--- src/rtl/inst_fetch_responder.sv ---
// inst_fetch_responder: turns SRAM-like fetch requests into single-beat AXI reads,
// tracks outstanding reads by count and discards responses made stale by a redirect.
module inst_fetch_responder #(
    parameter int DEPTH = 4,
    parameter logic [3:0] ARID_VAL = 4'd0
) (
    input  logic        clk,
    input  logic        rst,
    input  logic        inst_req,
    input  logic [31:0] inst_addr,
    output logic        inst_addr_ok,
    input  logic        inst_flush,
    output logic        inst_data_ok,
    output logic [31:0] inst_rdata,
    output logic        inst_rerr,
    output logic [3:0]  arid,
    output logic [31:0] araddr,
    output logic [7:0]  arlen,
    output logic [2:0]  arsize,
    output logic [1:0]  arburst,
    output logic        arvalid,
    input  logic        arready,
    input  logic [3:0]  rid,
    input  logic [31:0] rdata,
    input  logic [1:0]  rresp,
    input  logic        rlast,
    input  logic        rvalid,
    output logic        rready
);
    localparam int W = $clog2(DEPTH + 1);

    logic          arvalid_q, arvalid_d;
    logic [31:0]   araddr_q, araddr_d;
    logic [W-1:0]  out_q, out_d;
    logic [W-1:0]  disc_q, disc_d;
    logic          data_ok_q, data_ok_d;
    logic [31:0]   rdata_q, rdata_d;
    logic          rerr_q, rerr_d;
    logic          accept, ret;
    logic          unused_in;

    assign unused_in = &{1'b0, rid, inst_addr[1:0]};

    always_comb begin
        accept    = inst_req & (~arvalid_q | arready) & (out_q < W'(DEPTH));
        // A beat with nothing outstanding is a slave protocol error; ignore it.
        ret       = rvalid & rlast & (out_q != '0);
        out_d     = out_q + W'(accept) - W'(ret);
        arvalid_d = accept | (arvalid_q & ~arready);
        araddr_d  = accept ? {inst_addr[31:2], 2'b00} : araddr_q;
        // Everything accepted up to and including the flush cycle becomes stale.
        disc_d    = inst_flush ? out_d : (ret && disc_q != '0) ? disc_q - W'(1) : disc_q;
        data_ok_d = ret & (disc_q == '0) & ~inst_flush;
        rdata_d   = ret ? rdata : rdata_q;
        rerr_d    = ret ? |rresp : rerr_q;
    end

    always_ff @(posedge clk or posedge rst) begin
        if (rst) begin
            arvalid_q <= 1'b0;
            araddr_q  <= '0;
            out_q     <= '0;
            disc_q    <= '0;
            data_ok_q <= 1'b0;
            rdata_q   <= '0;
            rerr_q    <= 1'b0;
        end else begin
            arvalid_q <= arvalid_d;
            araddr_q  <= araddr_d;
            out_q     <= out_d;
            disc_q    <= disc_d;
            data_ok_q <= data_ok_d;
            rdata_q   <= rdata_d;
            rerr_q    <= rerr_d;
        end
    end

    assign inst_addr_ok = accept;
    assign inst_data_ok = data_ok_q;
    assign inst_rdata   = rdata_q;
    assign inst_rerr    = rerr_q;
    assign arid         = ARID_VAL;
    assign araddr       = araddr_q;
    assign arlen        = 8'd0;
    assign arsize       = 3'b010;
    assign arburst      = 2'b01;
    assign arvalid      = arvalid_q;
    assign rready       = 1'b1;
endmodule
--- config.mk ---
export PLATFORM = sky130hd
export DESIGN_NAME = inst_fetch_responder
export DESIGN_NICKNAME = d
export VERILOG_FILES = /design/src/rtl/inst_fetch_responder.sv
export SDC_FILE = /design/constraint.sdc
export NUM_CORES = 1
export LEC_CHECK = 0
export BUFFER_PORTS_ARGS = -buffer_cell sky130_fd_sc_hd__buf_2
export CORE_MARGIN = 2
export CORE_UTILIZATION = 44
export DETAILED_ROUTE_END_ITERATION = 8
export PLACE_DENSITY = 0.81
export SETUP_SLACK_MARGIN = 0.05
export SLEW_MARGIN = 20
export SYNTH_ARGS = -nofsm -noshare
export SYNTH_HDL_FRONTEND = slang
export SYNTH_SLANG_ARGS = --single-unit
--- constraint.sdc ---
create_clock -name clk -period 3.45 [get_ports clk]
set_clock_uncertainty 0.1 [all_clocks]
set_input_delay 0.345 -clock clk [delete_from_list [all_inputs] [get_ports clk]]
set_output_delay 0.345 -clock clk [all_outputs]
set_load 0.02 [all_outputs]
---- Word level (Yosys, flattened, before mapping) ----
Index checks and enable logic that the tools add are counted.
storage, ports and cells
  logic and storage cells ................. 31
  flip-flop bits (word level) ............. 71
  input bits .............................. 77
operators by class
  $add $sub $neg .......................... 3
  reductions and logical operators ........ 6
  bitwise operators ....................... 12
  $lt $le $gt $ge ......................... 1
  muxes and demuxes ....................... 2
operators with widths
  kind                                               count
  bitwise AND 1 bit                                  7
  two-way mux 3 bit                                  2
  nonzero test 3 bit                                 2
  adder 3 x 1 -> 3 bit                               1
  zero test 3 bit                                    1
  < comparator 3 bit (second input constant)         1
  inverter 1 bit                                     3
  subtractor 3 x 1 -> 3 bit                          1
  subtractor 3 x 1 -> 3 bit (second input constant)  1
  bitwise OR 1 bit                                   2
  nonzero test 2 bit                                 1
  OR reduction 2 bit                                 1
  logical AND 1 bit                                  1

---- Depth between registers and ports, before layout ----
  word-level depth ........................ 7
  mapped depth ............................ 11

---- Least setup slack after synthesis ----
OpenSTA, ideal clock, no wires.
  path type ............................... reg2reg
  start point ............................. reg out_q[0]
  end point ............................... reg disc_q[2]
  arrival time ............................ 2508 ps
  stages on the path, launching flop included .. 12
  library setup time ...................... 79 ps
  data required time ...................... 3271 ps
  clock period less this slack ............ 2688 ps
  buffers on the path ..................... 2
  slack ................................... 762 ps
  cell sequence ........................... dfrtp_1 o311ai_4 inv_2 buf_2 buf_2 ha_1 inv_1 ha_1 fa_1 xnor2_1 xnor2_1 a2bb2oi_1
between the ends
  elaborated cells between the ends (all ways) .. 9
  classes of those cells .................. add/sub: 2; order compare: 1; mux: 1; bitwise: 2; reduce/logical: 3
RTL lines
  element                    RTL line  source
  start, declared            34        logic [W-1:0] out_q, out_d;
  start signal, assigned     70        out_q <= out_d;
  nonzero test 3 bit         47        ret = rvalid & rlast & (out_q != '0);
  bitwise AND 1 bit          47
  via ret                    39        logic accept, ret;
  subtractor 3 x 1 -> 3 bit  48        out_d = out_q + W'(accept) - W'(ret);
  via out_d[2]               34
  two-way mux 3 bit          52        disc_d = inst_flush ? out_d : (ret && disc_q != '0) ? disc_q - W'(1) : disc_q;
  end signal, assigned       71        disc_q <= disc_d;
  end, declared              35        logic [W-1:0] disc_q, disc_d;
The timed path passes the listed nets, and every way through them passes these cells.
A chain may end at the register's enable or synchronous reset.

---- Worst setup path after layout ----
  start point ............................. reg out_q[0]
  end point ............................... reg disc_q[2]
between the ends
  cells in the longest elaborated chain, start to end .. 5
  elaborated cells between the ends (all ways) .. 9
  classes of those cells .................. add/sub: 2; order compare: 1; mux: 1; bitwise: 2; reduce/logical: 3
RTL lines
  element                      RTL line  source
  < comparator 3 bit           45        accept = inst_req & (~arvalid_q | arready) & (out_q < W'(DEPTH));
  bitwise AND 1 bit            45
  adder 3 x 1 -> 3 bit         48
  subtractor 3 x 1 -> 3 bit *  48
  via out_d[2]                 34
  two-way mux 3 bit *          52
Mark *: on every way through the listed nets, which the timed path passes. The rest lies on a longest branch.

==> reports/metrics.yaml <==
floorplanning:
  start_util: 0.459
  core_area_um2: 6420
  die_area_um2: 7370
  fp.dieW_um: 85.9
  die_y_um: 85.9
  io_pins: 163
  rows: 29
setup_path:
  critPathLaunch: "out_q[0]$_DFF_PP0_"
  worst-path-max-fanout: 2
  crit_chain: "o311ai_4 > inv_2 > ha_1 > inv_1 > ha_1 > fa_1 > xnor2_1 > xnor2_1 > a2bb2oi_1"
  slowest_delay_ns: 0.41
  path_class: "reg2reg"
  cp.arrival_ns: 2.51
  worstPathRequired_ns: 3.59
  startpoint_type: "flop"
  slowest_stage: "dfrtp_1"
  cp-end-kind: "flop"
  r2r-start: "out_q[0]$_DFF_PP0_"
grt:
  busiest_layer: "met2"
  grt.total_usage: 0.167
  use_met1: 0.192
  antenna_found_initial: 0
  grt_pass1_wl_um: 9670
  grt_max_degree: 57
  grt_pass1_vias: 2237
  grt_use_met3: 0.0395
  overflow: 0
  met2_usage: 0.302
routing:
  route.vias.total: 2203
  drc_errors: 12
  via_per_inst: 4.51
  drt_first_pass_iters: 8
  post_drt_wl_per_cell_um: 12.1
  drt_wl_total_um: 5920
  ant_nets: 0
  drt_iter0_drc: 110
job:
  maxCapViolCount: 0
cts:
  cts_root_buf: "clkbuf_8"
  htreeDepth: 3
  cts_tree: "built"
  numCtsBuffers: 9
  ctsHoldBuffers: 0
  clk_pin_slew_worst_paths_ns: 0.07
  clock_latency_ns: 0.32
  cts.sinks: 71
  cts_buffer_depth: 2
  cts_resized: 0
  post_cts_buffers: 0
timing:
  slew_headroom: 0.561
  fin_crit_sh: 0.686
  finalSetupTns_ns: 0
  setup_viol: 0
  rsz0062_at_grt: "false"
  hold_violations: 0
  worst_slew_pin_slew_ns: 0.659
  fin_crit_ns: 2.37
  max_freq_mhz: 423
  finalMaxSlewViolations: 0
  holdWs_ns: 0.0143
hold_path:
  hp-class: "in2async"
final_layout:
  final_cell_mix: "buf_2, nand2_1, dfrtp_1, mux2_2, conb_1"
  area_growth_pct: 30.2
  drive_gt1_frac: 0.455
  fill_cells: 589
  final_common_cell: "buf_2"
  final_cells: 488
  fin_nets: 489
  diodes: 0
  fin_area_um2: 3840
pwr:
  powerDensity_nw_per_um2: 893
  ir_worst_vdd_mv: 0.338
  leakage_nw: 2.13
synthesis:
  ys_warn_count: 0
  yosysUniqueCellTypes: 26
  netlist_instances: 268
  synth_seq_cells: 71
  avgSynthCellArea_um2: 11.0
  yosysSeqAreaShare: 0.603
  netlist_area_um2: 2950
placement:
  placed_cells: 473
  io_buffers: 136
  postPlaceCellArea_um2: 3640
  detailed_place_hpwl_um: 4420
  gp_congestion: 0.745
outcome:
  violations: "design-rule violations"
  status: "finished, violations left"
==> through the flow <==
stage	total power, mW	setup WS, ns	utilization
after CTS	3.48	1.07	0.598
final	3.43	1.08	0.598
after global placement	2.75	1.18	0.566
after detailed placement	2.82	1.09	0.567
after floorplan	2.33	0.762	-
after global routing	3.67	0.903	0.598
==> cells in the mapped netlist <==
| library cell | number | share of area |
|---|---|---|
| nand2_1 | 99 | 0.13 |
| dfrtp_1 | 71 | 0.60 |
| mux2_2 | 29 | 0.11 |
| buf_4 | 20 | 0.051 |
| inv_1 | 11 | 0.014 |
| buf_2 | 7 | 0.012 |
| ha_1 | 4 | 0.017 |
| clkbuf_1 | 3 | 0.0038 |
| o21ai_0 | 3 | 0.0051 |
| a21oi_1 | 2 | 0.0034 |
| conb_1 | 2 | 0.0025 |
| nand2b_1 | 2 | 0.0042 |
| xnor2_1 | 2 | 0.0059 |
| a21o_1 | 1 | 0.0025 |
| a2bb2oi_1 | 1 | 0.0030 |
| a31oi_1 | 1 | 0.0021 |
| and3_1 | 1 | 0.0021 |
| fa_1 | 1 | 0.0068 |
| inv_2 | 1 | 0.0013 |
| mux2_1 | 1 | 0.0038 |
| nand3_1 | 1 | 0.0017 |
| nor2_1 | 1 | 0.0013 |
| nor3_1 | 1 | 0.0017 |
| o311ai_4 | 1 | 0.0089 |
| o31ai_1 | 1 | 0.0025 |
| o41a_1 | 1 | 0.0038 |
==> registers in the layout (all words and copies together), names as in the netlist <==
name,flops
araddr,30
arvalid,1
inst_rerr,1
inst_data_ok,1
disc_q,3
out_q,3
inst_rdata,32
==> where the power goes <==
| group | internal [mW] | switching (mW) | total, mW | leakage [nW] |
|---|---|---|---|---|
| Sequential | 1.18 | 0.181 | 1.37 | 0.857 |
| Combinational | 0.559 | 0.852 | 1.41 | 1.18 |
| Clock | 0.369 | 0.281 | 0.650 | 0.0985 |
==> worst paths after layout <==
path	end	slack, ns	cells past startpoint
max in group asynchronous	disc_q[0]$_DFFE_PP0P_	2.55	3
worst max-delay path	disc_q[2]$_DFFE_PP0P_	1.08	9
min in group clk	inst_rdata[21]$_DFFE_PP0P_	0.11	3
worst min-delay path	inst_rdata[14]$_DFFE_PP0P_	0.01	2
worst min register to register	inst_rdata[21]$_DFFE_PP0P_	0.37	2
worst max register to register	disc_q[2]$_DFFE_PP0P_	1.08	9
==> critical path: cells and delay by family, from the launching register on <==
kind | cells | cell delay (ns)
flops | 1 | 0.41
fa+ha+maj | 3 | 0.83
buf+inv | 2 | 0.10
xor+xnor | 2 | 0.35
compound gates | 2 | 0.49
==> logic make-up after synthesis <==
| logic type | share of synthesized area |
|---|---|
| AOI/OAI and AO/OA | 0.0314 |
| xor gates and xnor gates | 0.00594 |
| buffers and inverters | 0.0819 |
| and+or+nand+nor | 0.137 |
| DFF | 0.603 |
| other | 0.00255 |
| muxes | 0.115 |
| adders and majority gates | 0.0238 |
==> per-layer routing <==
layer / share of wire / vias to the layer above
li1: - / 1081
met1: 0.41 / 1024
met2: 0.52 / 91
met3: 0.061 / 7
met4: 0.011 / 0
met5: 0 / -
==> layout make-up <==
cell class	instances	area, um^2	share of cell area
Timing Repair Buffer	140	711	0.185
Multi-Input combinational cell	173	1010	0.263
Clock buffer	12	155	0.0404
Inverter	12	47.5	0.0124
Clock inverter	3	42.5	0.0111
Sequential cell	71	1780	0.463
Tap cell	77	96.3	0.0251
Power figures use the tool's default switching activity.
